File: src/rtl/ps2_pkg.sv
// Shared types and constants for the PS/2 host transmitter.
package ps2_pkg;

  // Transmit sequencer states.
  typedef enum logic [2:0] {
    ST_IDLE    = 3'd0,
    ST_INHIBIT = 3'd1,
    ST_START   = 3'd2,
    ST_SHIFT   = 3'd3,
    ST_ACKWAIT = 3'd4,
    ST_RECOVER = 3'd5
  } state_e;

  // Bus and status word layout.
  localparam int unsigned BUS_W        = 32;
  localparam int unsigned STAT_BYTE_W  = 8;
  localparam int unsigned STAT_BUSY    = 8;
  localparam int unsigned STAT_DONE    = 9;
  localparam int unsigned STAT_NACK    = 10;
  localparam int unsigned STAT_TIMEOUT = 11;

  // Frame bit index: 0..7 data, 8 parity, 9 stop.
  localparam int unsigned BIT_W        = 4;
  localparam logic [3:0]  BIT_PARITY   = 4'd8;
  localparam logic [3:0]  BIT_STOP     = 4'd9;

  // Common keyboard commands.
  localparam logic [7:0] CMD_SET_LEDS = 8'hED;
  localparam logic [7:0] CMD_RESET    = 8'hFF;
  localparam logic [7:0] CMD_ENABLE   = 8'hF4;

  function automatic int unsigned ps2_max(input int unsigned a, input int unsigned b);
    return (a > b) ? a : b;
  endfunction

endpackage

File: src/rtl/ps2_line_sync.sv
// Two-flop synchronizer for a PS/2 pad with an optional falling-edge pulse.
module ps2_line_sync #(
  parameter bit EDGE_EN = 1'b1
) (
  input  logic clk,
  input  logic rstn,
  input  logic line,
  output logic sync,
  output logic fall_c
);

  logic s1_q, s2_q;

  // Idle bus level is high, so the flops reset high to avoid a false edge.
  always_ff @(posedge clk or negedge rstn) begin
    if (!rstn) begin
      s1_q <= 1'b1;
      s2_q <= 1'b1;
    end else begin
      s1_q <= line;
      s2_q <= s1_q;
    end
  end

  assign sync = s2_q;

  generate
    if (EDGE_EN) begin : g_edge
      logic s3_q;

      // Third flop delays the synchronized level for edge detection.
      always_ff @(posedge clk or negedge rstn) begin
        if (!rstn) s3_q <= 1'b1;
        else       s3_q <= s2_q;
      end

      assign fall_c = s3_q & ~s2_q;
    end else begin : g_no_edge
      assign fall_c = 1'b0;
    end
  endgenerate

endmodule

File: src/rtl/ps2_host_tx.sv
// PS/2 host-to-device transmitter on a Wishbone-style slave port.
// Optional frame watchdog: define PS2_TX_TIMEOUT_EN.
module ps2_host_tx
  import ps2_pkg::*;
#(
  parameter int unsigned INHIBIT_CYCLES = 10000,
  parameter int unsigned TIMEOUT_CYCLES = 2000000
) (
  input  logic             clk,
  input  logic             rstn,
  input  logic             STB,
  input  logic             WE,
  output logic             ACK,
  input  logic [BUS_W-1:0] DAT_I,
  output logic [BUS_W-1:0] DAT_O,
  input  logic             ps2c_i,
  input  logic             ps2d_i,
  output logic             ps2c_oe,
  output logic             ps2d_oe,
  output logic             busy,
  output logic             INT
);

  // One counter serves the inhibit delay and, when enabled, the frame watchdog.
  localparam int unsigned CW = $clog2(ps2_max(INHIBIT_CYCLES, TIMEOUT_CYCLES) + 1);

  state_e           state_q, state_d;
  logic [CW-1:0]    cnt_q, cnt_d;
  logic [BIT_W-1:0] bit_q, bit_d;
  logic [7:0]       byte_q, byte_d;
  logic             c_oe_q, c_oe_d;
  logic             d_oe_q, d_oe_d;
  logic             busy_q, busy_d;
  logic             done_q, done_d;
  logic             nack_q, nack_d;
  logic             timeout_q, timeout_d;
  logic             done_set;
  logic             tx_bit;
  logic             c_sync, c_fall_c;
  logic             d_sync, d_fall_unused;
  logic             dat_hi_unused;
  logic             wr_c, rd_c;

  assign wr_c = STB & WE;
  assign rd_c = STB & ~WE;
  assign dat_hi_unused = ^DAT_I[BUS_W-1:8];

  ps2_line_sync #(.EDGE_EN(1'b1)) u_sync_c (
    .clk    (clk),
    .rstn   (rstn),
    .line   (ps2c_i),
    .sync   (c_sync),
    .fall_c (c_fall_c)
  );

  ps2_line_sync #(.EDGE_EN(1'b0)) u_sync_d (
    .clk    (clk),
    .rstn   (rstn),
    .line   (ps2d_i),
    .sync   (d_sync),
    .fall_c (d_fall_unused)
  );

  // Bit to present for the current frame position (stop and beyond read as 1).
  always_comb begin
    tx_bit = 1'b1;
    if (bit_q < BIT_PARITY)       tx_bit = byte_q[bit_q[2:0]];
    else if (bit_q == BIT_PARITY) tx_bit = ~^byte_q;
  end

  // Next-state, line drive and status update.
  always_comb begin
    state_d   = state_q;
    cnt_d     = cnt_q;
    bit_d     = bit_q;
    byte_d    = byte_q;
    c_oe_d    = c_oe_q;
    d_oe_d    = d_oe_q;
    nack_d    = nack_q;
    timeout_d = timeout_q;
    done_d    = done_q;
    done_set  = 1'b0;

    if (rd_c) done_d = 1'b0;

    case (state_q)
      ST_IDLE: begin
        c_oe_d = 1'b0;
        d_oe_d = 1'b0;
        if (wr_c) begin
          byte_d    = DAT_I[7:0];
          done_d    = 1'b0;
          nack_d    = 1'b0;
          timeout_d = 1'b0;
          cnt_d     = '0;
          c_oe_d    = 1'b1;
          state_d   = ST_INHIBIT;
        end
      end
      // Clock held low; the START cycle completes the inhibit window.
      ST_INHIBIT: begin
        c_oe_d = 1'b1;
        if (cnt_q == CW'(INHIBIT_CYCLES - 2)) begin
          d_oe_d  = 1'b1;
          cnt_d   = '0;
          state_d = ST_START;
        end else begin
          cnt_d = cnt_q + CW'(1);
        end
      end
      ST_START: begin
        c_oe_d  = 1'b0;
        bit_d   = '0;
        state_d = ST_SHIFT;
      end
      ST_SHIFT: begin
        if (c_fall_c) begin
          d_oe_d = ~tx_bit;
          if (bit_q == BIT_STOP) state_d = ST_ACKWAIT;
          else                   bit_d   = bit_q + BIT_W'(1);
        end
      end
      ST_ACKWAIT: begin
        if (c_fall_c) begin
          nack_d  = d_sync;
          state_d = ST_RECOVER;
        end
      end
      ST_RECOVER: begin
        if (c_sync && d_sync) begin
          done_set = 1'b1;
          state_d  = ST_IDLE;
        end
      end
      default: begin
        c_oe_d  = 1'b0;
        d_oe_d  = 1'b0;
        state_d = ST_IDLE;
      end
    endcase

`ifdef PS2_TX_TIMEOUT_EN
    // Watchdog runs from START entry until the frame returns to IDLE.
    if (state_q != ST_IDLE && state_q != ST_INHIBIT) begin
      if (cnt_q == CW'(TIMEOUT_CYCLES - 1)) begin
        c_oe_d    = 1'b0;
        d_oe_d    = 1'b0;
        timeout_d = 1'b1;
        done_set  = 1'b1;
        state_d   = ST_IDLE;
      end else begin
        cnt_d = cnt_q + CW'(1);
      end
    end
`endif

    // A completion in the same cycle as a read wins.
    if (done_set) done_d = 1'b1;
    busy_d = (state_d != ST_IDLE);
  end

  // State and output registers; reset releases both lines immediately.
  always_ff @(posedge clk or negedge rstn) begin
    if (!rstn) begin
      state_q   <= ST_IDLE;
      cnt_q     <= '0;
      bit_q     <= '0;
      byte_q    <= '0;
      c_oe_q    <= 1'b0;
      d_oe_q    <= 1'b0;
      busy_q    <= 1'b0;
      done_q    <= 1'b0;
      nack_q    <= 1'b0;
      timeout_q <= 1'b0;
    end else begin
      state_q   <= state_d;
      cnt_q     <= cnt_d;
      bit_q     <= bit_d;
      byte_q    <= byte_d;
      c_oe_q    <= c_oe_d;
      d_oe_q    <= d_oe_d;
      busy_q    <= busy_d;
      done_q    <= done_d;
      nack_q    <= nack_d;
      timeout_q <= timeout_d;
    end
  end

  // Status word assembled from registered state.
  always_comb begin
    DAT_O                    = '0;
    DAT_O[STAT_BYTE_W-1:0]   = byte_q;
    DAT_O[STAT_BUSY]         = busy_q;
    DAT_O[STAT_DONE]         = done_q;
    DAT_O[STAT_NACK]         = nack_q;
    DAT_O[STAT_TIMEOUT]      = timeout_q;
  end

  assign ACK     = STB;
  assign ps2c_oe = c_oe_q;
  assign ps2d_oe = d_oe_q;
  assign busy    = busy_q;
  assign INT     = done_q;

endmodule
File: config.mk
export PLATFORM = sky130hd
export DESIGN_NAME = ps2_host_tx
export DESIGN_NICKNAME = d
export VERILOG_FILES = /design/src/rtl/ps2_pkg.sv /design/src/rtl/ps2_line_sync.sv /design/src/rtl/ps2_host_tx.sv
export SDC_FILE = /design/constraint.sdc
export NUM_CORES = 1
export LEC_CHECK = 0
export BUFFER_PORTS_ARGS = -buffer_cell sky130_fd_sc_hd__buf_2
export CORE_MARGIN = 5
export CORE_UTILIZATION = 47
export CTS_CLUSTER_SIZE = 12
export DETAILED_ROUTE_END_ITERATION = 6
export GPL_ROUTABILITY_DRIVEN = 1
export PLACE_DENSITY = 0.76
export SKIP_LAST_GASP = 1
export SYNTH_ARGS = -nofsm -noshare
export SYNTH_HDL_FRONTEND = slang
export SYNTH_SLANG_ARGS = --single-unit
File: constraint.sdc
create_clock -name clk -period 1.81 [get_ports clk]
set_input_delay 0.2715 -clock clk [delete_from_list [all_inputs] [get_ports clk]]
set_output_delay 0.2715 -clock clk [all_outputs]
set_load 0.02 [all_outputs]
==> flow_summary.ini, run 1 <==
[floorplanning]
pin_count = 75
die-area_mm2 = 0.00726
num_rows = 27
core_area_mm2 = 0.00551
die_height_um = 85.2
die_w_um = 85.2
initial_core_util_pct = 48.3

[timing]
grt_setup_unrepaired = yes
skew_ns = 0.00814
setup_slack_ns = -0.0779
hold_viol = 0
setup_viol = 10
fmax_ghz = 0.530
slew_viol_final = 0
min_period_ns = 1.89
finalCritPeriodShare_pct = 104
whs_ns = 0.0568

[setup_path]
crit_arrival_ns = 2.12
crit_type = flip-flop to flip-flop
cp.required_ns = 2.04
cp_slowest_cell = dfrtp_1
endpoint_kind = flip-flop
cp_cell_sequence = ha_1, nor4b_4, nand4_1, o211ai_1, buf_4, buf_6, or3_1, o21ai_0
cp-start-kind = flip-flop
path_max_fanout = 6
cp_slowest_stage_delay_ns = 0.41

[status]
outcome = finished with violations
violations = negative setup slack

[logic_synthesis]
synth_async_sr_flop_share_pct = 100
synthesis.area_mm2 = 0.00266
synth-xor-area-share_pct = 2.96
yosys_warnings = 0
synth-simple-area-share_pct = 20.0
synth_flop_cell = dfrtp_1
synth-seq-area-share_pct = 43.5
yosysUniqueCellTypes = 49
synth_edf_count = 0
synth_top_family_by_area = simple AND/OR/NAND/NOR gates
yosys_register_bits = 46
synth_cells = 283
syn_area_per_cell_um2 = 9.40
synth-compound-area-share_pct = 14.5
synth_fa_ha_area_share_pct = 2.35
synth.area.mux_share_pct = 5.46

[drt]
vias = 2274
wirelength_um = 6100
drt-initial-drc-count = 160
wl_per_cell_um = 14.4
ant_nets = 0
vias_per_cell = 5.38
drtPass1Iterations = 4
drc = 0

[min_path]
hold_class = input pin to flip-flop

[power]
p_per_area_mw_per_mm2 = 582
leakage_nw = 1.54
peakVddDrop_v = 0.000579

[global_routing]
grt_pass1_vias = 2150
overflow = 0
grt_max_degree = 47
grt_pass1_wl_um = 9890
grt_usage_pct = 16.8
antenna_found_initial = 0

[clock_tree]
h-tree-depth = 2
ctsLongestPathBuffers = 2
cts_tree = yes
clk_latency_ns = 0.31
cts_sinks = 46
cts_buffers = 5
clk_pin_slew_worst_paths_ns = 0.09
clockRootBuffer = clkbuf_8

[place]
placed_cells = 406
placed_area_mm2 = 0.00302
dp_hpwl_um = 4220
place_congestion = 0.810
portBuffers = 29
post-place-ws_ns = -0.0605

[run]
cap_violations = 0

[cells_and_area]
final_cell_area_mm2 = 0.00329
area_growth_pct = 23.7
final_util_pct = 59.8
fin_cells = 423
drive_gt1_share_pct = 33.3
diodes = 0
finalNetCount = 393
fillers = 448
cell usage in the layout, fill, tap and decap left out, types with 2 or more instances in the layout:
cell type   n
nand2_1    28
ha_1        5
nor4_1      3
nor2_1     11
o211ai_1    2
o21ai_1     2
mux2_2      8
nor2b_1     3
and3_1      3
nor3_1      6
buf_4      41
dfrtp_2     3
nor3_2      2
a41oi_1     2
inv_1      10
xor2_1      2
a21oi_2     3
dfstp_2     5
or3_1       5
a31oi_1    12
clkbuf_8    5
a21o_1      2
buf_6       4
nand3_1    20
mux4_2      2
conb_1     21
o21ai_0    17
nand2b_1    7
a21oi_1    13
dfrtp_1    38
or3_4       2
buf_2      29
nor4_2      2
xnor2_1     7
cell type report:
cell class	instances	area (um2)	share of cell area [%]
tap	72	90.1	2.74
multi-input combinational	211	1360	41.4
timing repair buffer	76	528	16.0
sequential	46	1160	35.3
inverter	10	37.5	1.14
clock buffer	5	68.8	2.09
clock inverter	3	43.8	1.33
per-stage QoR:
step	power, mW	TNS (ns)
global route	1.99	-2.65
global placement	1.15	-0.0145
finish	1.91	-0.403
floorplan	1.14	-0.00846
CTS	1.93	-0.0491
detailed placement	1.15	-0.151
worst paths after layout:
kind                                  to          start  slack, ns  cells after the start
setup / recovery                cnt_q[8]       cnt_q[1]      -0.08                      8
hold / removal             u_sync_c.s1_q         ps2c_i       0.06                      1
setup reg to reg                cnt_q[8]       cnt_q[1]      -0.08                      8
hold reg to reg            u_sync_c.sync  u_sync_c.s1_q       0.36                      0
max in group asynchronous  u_sync_d.s1_q           rstn       1.07                      3
min in group asynchronous       cnt_q[5]           rstn       0.45                      3
critical path, delay by kind of cell (launching register included):
kind / cells / cell delay (ns)
AO/OA/AOI/OAI: 2 / 0.24
adder cells (fa/ha/maj): 1 / 0.21
buffers and inverters: 2 / 0.32
flip-flops: 1 / 0.41
AND/OR/NAND/NOR: 3 / 0.64
layer usage:
| metal | up-vias | part of all wire (%) | track usage (%) |
|---|---|---|---|
| met1 | 1086 | 45 | 22.4 |
| li1 | 1106 | - | - |
| met3 | 4 | 6.2 | 2.72 |
| met5 | - | 0 | 0 |
| met4 | 0 | 0.75 | 4.75 |
| met2 | 78 | 48 | 28.1 |
report_power, final:
group | switching, mW | internal (mW) | total [mW]
sequential | 0.00350 | 1.04 | 1.04
clock | 0.371 | 0.414 | 0.785
combinational | 0.0699 | 0.0187 | 0.0887
total | 0.445 | 1.47 | 1.91
synth_stat cells, types with 2 or more instances:
| master | number | share of area, % |
|---|---|---|
| buf_6 | 3 | 1.3 |
| clkbuf_1 | 6 | 0.85 |
| nor4b_1 | 2 | 0.66 |
| a41oi_1 | 2 | 0.66 |
| and3_1 | 3 | 0.71 |
| inv_1 | 10 | 1.4 |
| nor3_1 | 7 | 1.3 |
| o311ai_0 | 2 | 0.66 |
| nor2b_1 | 3 | 0.71 |
| nand2b_1 | 7 | 1.6 |
| nand2_1 | 28 | 4.0 |
| o21ai_0 | 18 | 3.4 |
| o211ai_1 | 2 | 0.56 |
| ha_1 | 5 | 2.4 |
| nor4_1 | 6 | 1.4 |
| nor2_1 | 11 | 1.6 |
| mux2_2 | 8 | 3.4 |
| dfrtp_1 | 41 | 39 |
| xor2_1 | 2 | 0.66 |
| dfstp_2 | 5 | 4.9 |
| xnor2_1 | 7 | 2.3 |
| nand3_1 | 20 | 3.8 |
| buf_4 | 26 | 7.3 |
| mux4_2 | 2 | 1.7 |
| or3_1 | 6 | 1.4 |
| a21oi_1 | 16 | 3.0 |
| a31oi_1 | 12 | 2.8 |
| a21o_1 | 2 | 0.56 |
repair_timing:
item | 4_1_cts | 5_1_grt
hold endpoints to repair | 41 | 0
gates resized for setup | 4 | 21
pin swaps | 3 | 5
buffers inserted | 1 | 6
setup endpoints to repair | 8 | 22
hold buffers | 1 | 0
cloned | 0 | 1
registers in the layout, indices dropped and copies added, names as in the netlist, 3 cells and up:
signal / count
byte_q: 8
bit_q: 4
state_q: 3
cnt_q: 21
logic make-up (layout without fill, tap and decap cells):
logic type,count (synthesis),count (layout)
AND/OR/NAND/NOR,102,102
AO/OA/AOI/OAI,63,63
flip-flops,46,46
buffers and inverters,46,94
multiplexers,11,11
XOR/XNOR,9,9
adder cells (fa/ha/maj),5,5
other,1,21
Power figures use the tool's default switching activity.
==> inputs of run 2 (changes only) <==
CORE_ASPECT_RATIO = 1.5   (was not set)
==> run 2 against run 1 <==
Compared with the run above: the flow still finishes with violations (negative setup slack); setup slack got worse by 0.014 ns; via count rose by 3.5%; clock skew fell by 0.0030 ns; clock-buffer cell count did not move; clock power fell by 0.5%; final cell count fell by 0.71%; total power fell by 0.15%; sequential power barely moved; non-clock buffer count fell by 1; critical endpoint is now cnt_q[17]; largest power group unchanged.
==> flow_summary.ini, run 2 (same netlist as run 1, synthesis figures left out) <==
[timing]
finalCritPeriodShare_pct = 105
min_period_ns = 1.90
skew_ns = 0.00514
worstMarginPinSlew_ns = 0.501
setup_slack_ns = -0.0922
max_slew_margin_pct = 66.6
hold_viol = 0
setup_viol = 17
fmax_ghz = 0.526
whs_ns = 0.0619
slew_viol_final = 0
grt_setup_unrepaired = yes

[cells_and_area]
layout_commonest_cell = buf_4
area_growth_pct = 27.5
drive_gt1_share_pct = 39.1
fillers = 457
layout_common_cells = buf_4, dfrtp_1, buf_2
regMostFlops = cnt_q
finalNetCount = 392
diodes = 0
fin_cells = 420
largest_reg_flops = 21
reg.largest.list = cnt_q: 21 flops, byte_q: 8 flops, bit_q: 4 flops

[power]
p_per_area_mw_per_mm2 = 564
power.internal_mw = 1.47
switchingPower_uw = 442
peakVddDrop_v = 0.000448
seqPwrFrac_pct = 54.4
leakage_nw = 1.56
p_comb_share_pct = 4.7
p_sw_share_pct = 23.1
clkPwrFrac_pct = 40.8

[global_routing]
grt_max_degree = 28
grt_usage_pct = 18.3
grt_pass1_vias = 2348
grt_pass1_wl_um = 10500
antenna_found_initial = 0
overflow = 0

[status]
outcome = finished with violations
violations = negative setup slack

[drt]
routedLengthMet1_um = 2400
ant_nets = 0
wirelength_um = 6830
wl_met3_um = 317
drc = 0
topRoutingLayerUsed = met4
drtPass1Iterations = 4
met2_length_um = 3920
vias_per_cell = 5.60
vias = 2354
wl_per_cell_um = 16.3
drt-initial-drc-count = 184

[setup_path]
r2r_cells = 5
crit_arrival_ns = 2.09
r2r_start = cnt_q[9]
path_max_fanout = 8
cp.required_ns = 1.99
rr_endpoint = cnt_q[17]
crit_type = flip-flop to flip-flop
endpoint_kind = flip-flop
rrSetupSlack_ns = -0.09
cp-start-kind = flip-flop

[min_path]
hold_class = input pin to flip-flop
holdPathStages = 1
whs_endpoint = u_sync_c.s1_q
min_from = ps2c_i

[place]
place_congestion = 0.851
portBuffers = 29
dp_hpwl_um = 4580
placed_cells = 404

[clock_tree]
ctsLongestPathBuffers = 2
cts_buffers = 5
clk_pin_slew_worst_paths_ns = 0.09
cts_tree = yes
clk_latency_ns = 0.30
clockRootBuffer = clkbuf_8
cts_sinks = 46
h-tree-depth = 2

[floorplanning]
num_rows = 33
die-area_mm2 = 0.00730
core_area_mm2 = 0.00549
initial_core_util_pct = 48.4
die_w_um = 71.4
die_height_um = 102
pin_count = 75

[run]
cap_violations = 0
run 2: cell count changes in the layout (fill, tap and decap cells not counted), moves of 4 or more:
cell     before  now
a21oi_1      13    7
a21oi_2       3    9
o21ai_0      17   11
o21ai_1       2    6
run 2: layer usage:
metal	global-route usage, %	up-vias
met5	0	-
li1	-	1104
met1	18.9	1160
met4	9.26	0
met3	3.25	18
met2	34.8	72
run 2: repair_timing:
item,CTS,global route
buffers inserted,0,4
hold buffers,1,0
endpoints found under the hold margin,19,0
resized for setup,11,48
setup endpoints to repair,11,27
pin swaps,4,9
cloned,2,1
run 2: cell type report:
class,instances,area (um2),area share (%)
Multi-Input combinational cell,211,1470,43.2
Sequential cell,46,1160,34.2
Timing Repair Buffer,75,528,15.6
Tap cell,70,87.6,2.58
Clock buffer,5,68.8,2.03
Clock inverter,3,43.8,1.29
Inverter,10,37.5,1.11
run 2: worst max path at each step:
stage,from,to
4_1_cts,cnt_q[0],cnt_q[13]
3_5_place_dp,cnt_q[0],cnt_q[13]
2_1_floorplan,cnt_q[0],cnt_q[13]
5_1_grt,cnt_q[9],cnt_q[19]
6_report,cnt_q[9],cnt_q[17]
3_3_place_gp,cnt_q[0],cnt_q[13]
run 2: power groups by stage:
stage                     logic (mW)  clock network (mW)  registers, mW
after global placement        0.0872                   0           1.06
final                         0.0900               0.781           1.04
after global routing          0.0996               0.846           1.04
after floorplan               0.0808                   0           1.06
after CTS                     0.0898               0.796           1.04
after detailed placement      0.0880                   0           1.06
run 2: stage by stage:
step	util (%)	total power, mW	setup slack (ns)	instance area [um2]	TNS [ns]
finish	61.8	1.91	-0.0922	3390	-0.700
CTS	58.4	1.93	-0.0946	3210	-0.446
detailed placement	54.9	1.15	-0.0735	3020	-0.294
floorplan	-	1.14	-0.00846	2740	-0.00846
global placement	54.9	1.15	-0.0731	3020	-0.251
global route	61.8	1.99	-0.212	3390	-3.11
run 2: critical path, stage by stage (launching register included):
cell and delay, ns:
dfrtp_1 0.51, and3_1 0.30, nand3_1 0.26, or3_4 0.48, a21oi_2 0.16, o21bai_1 0.08
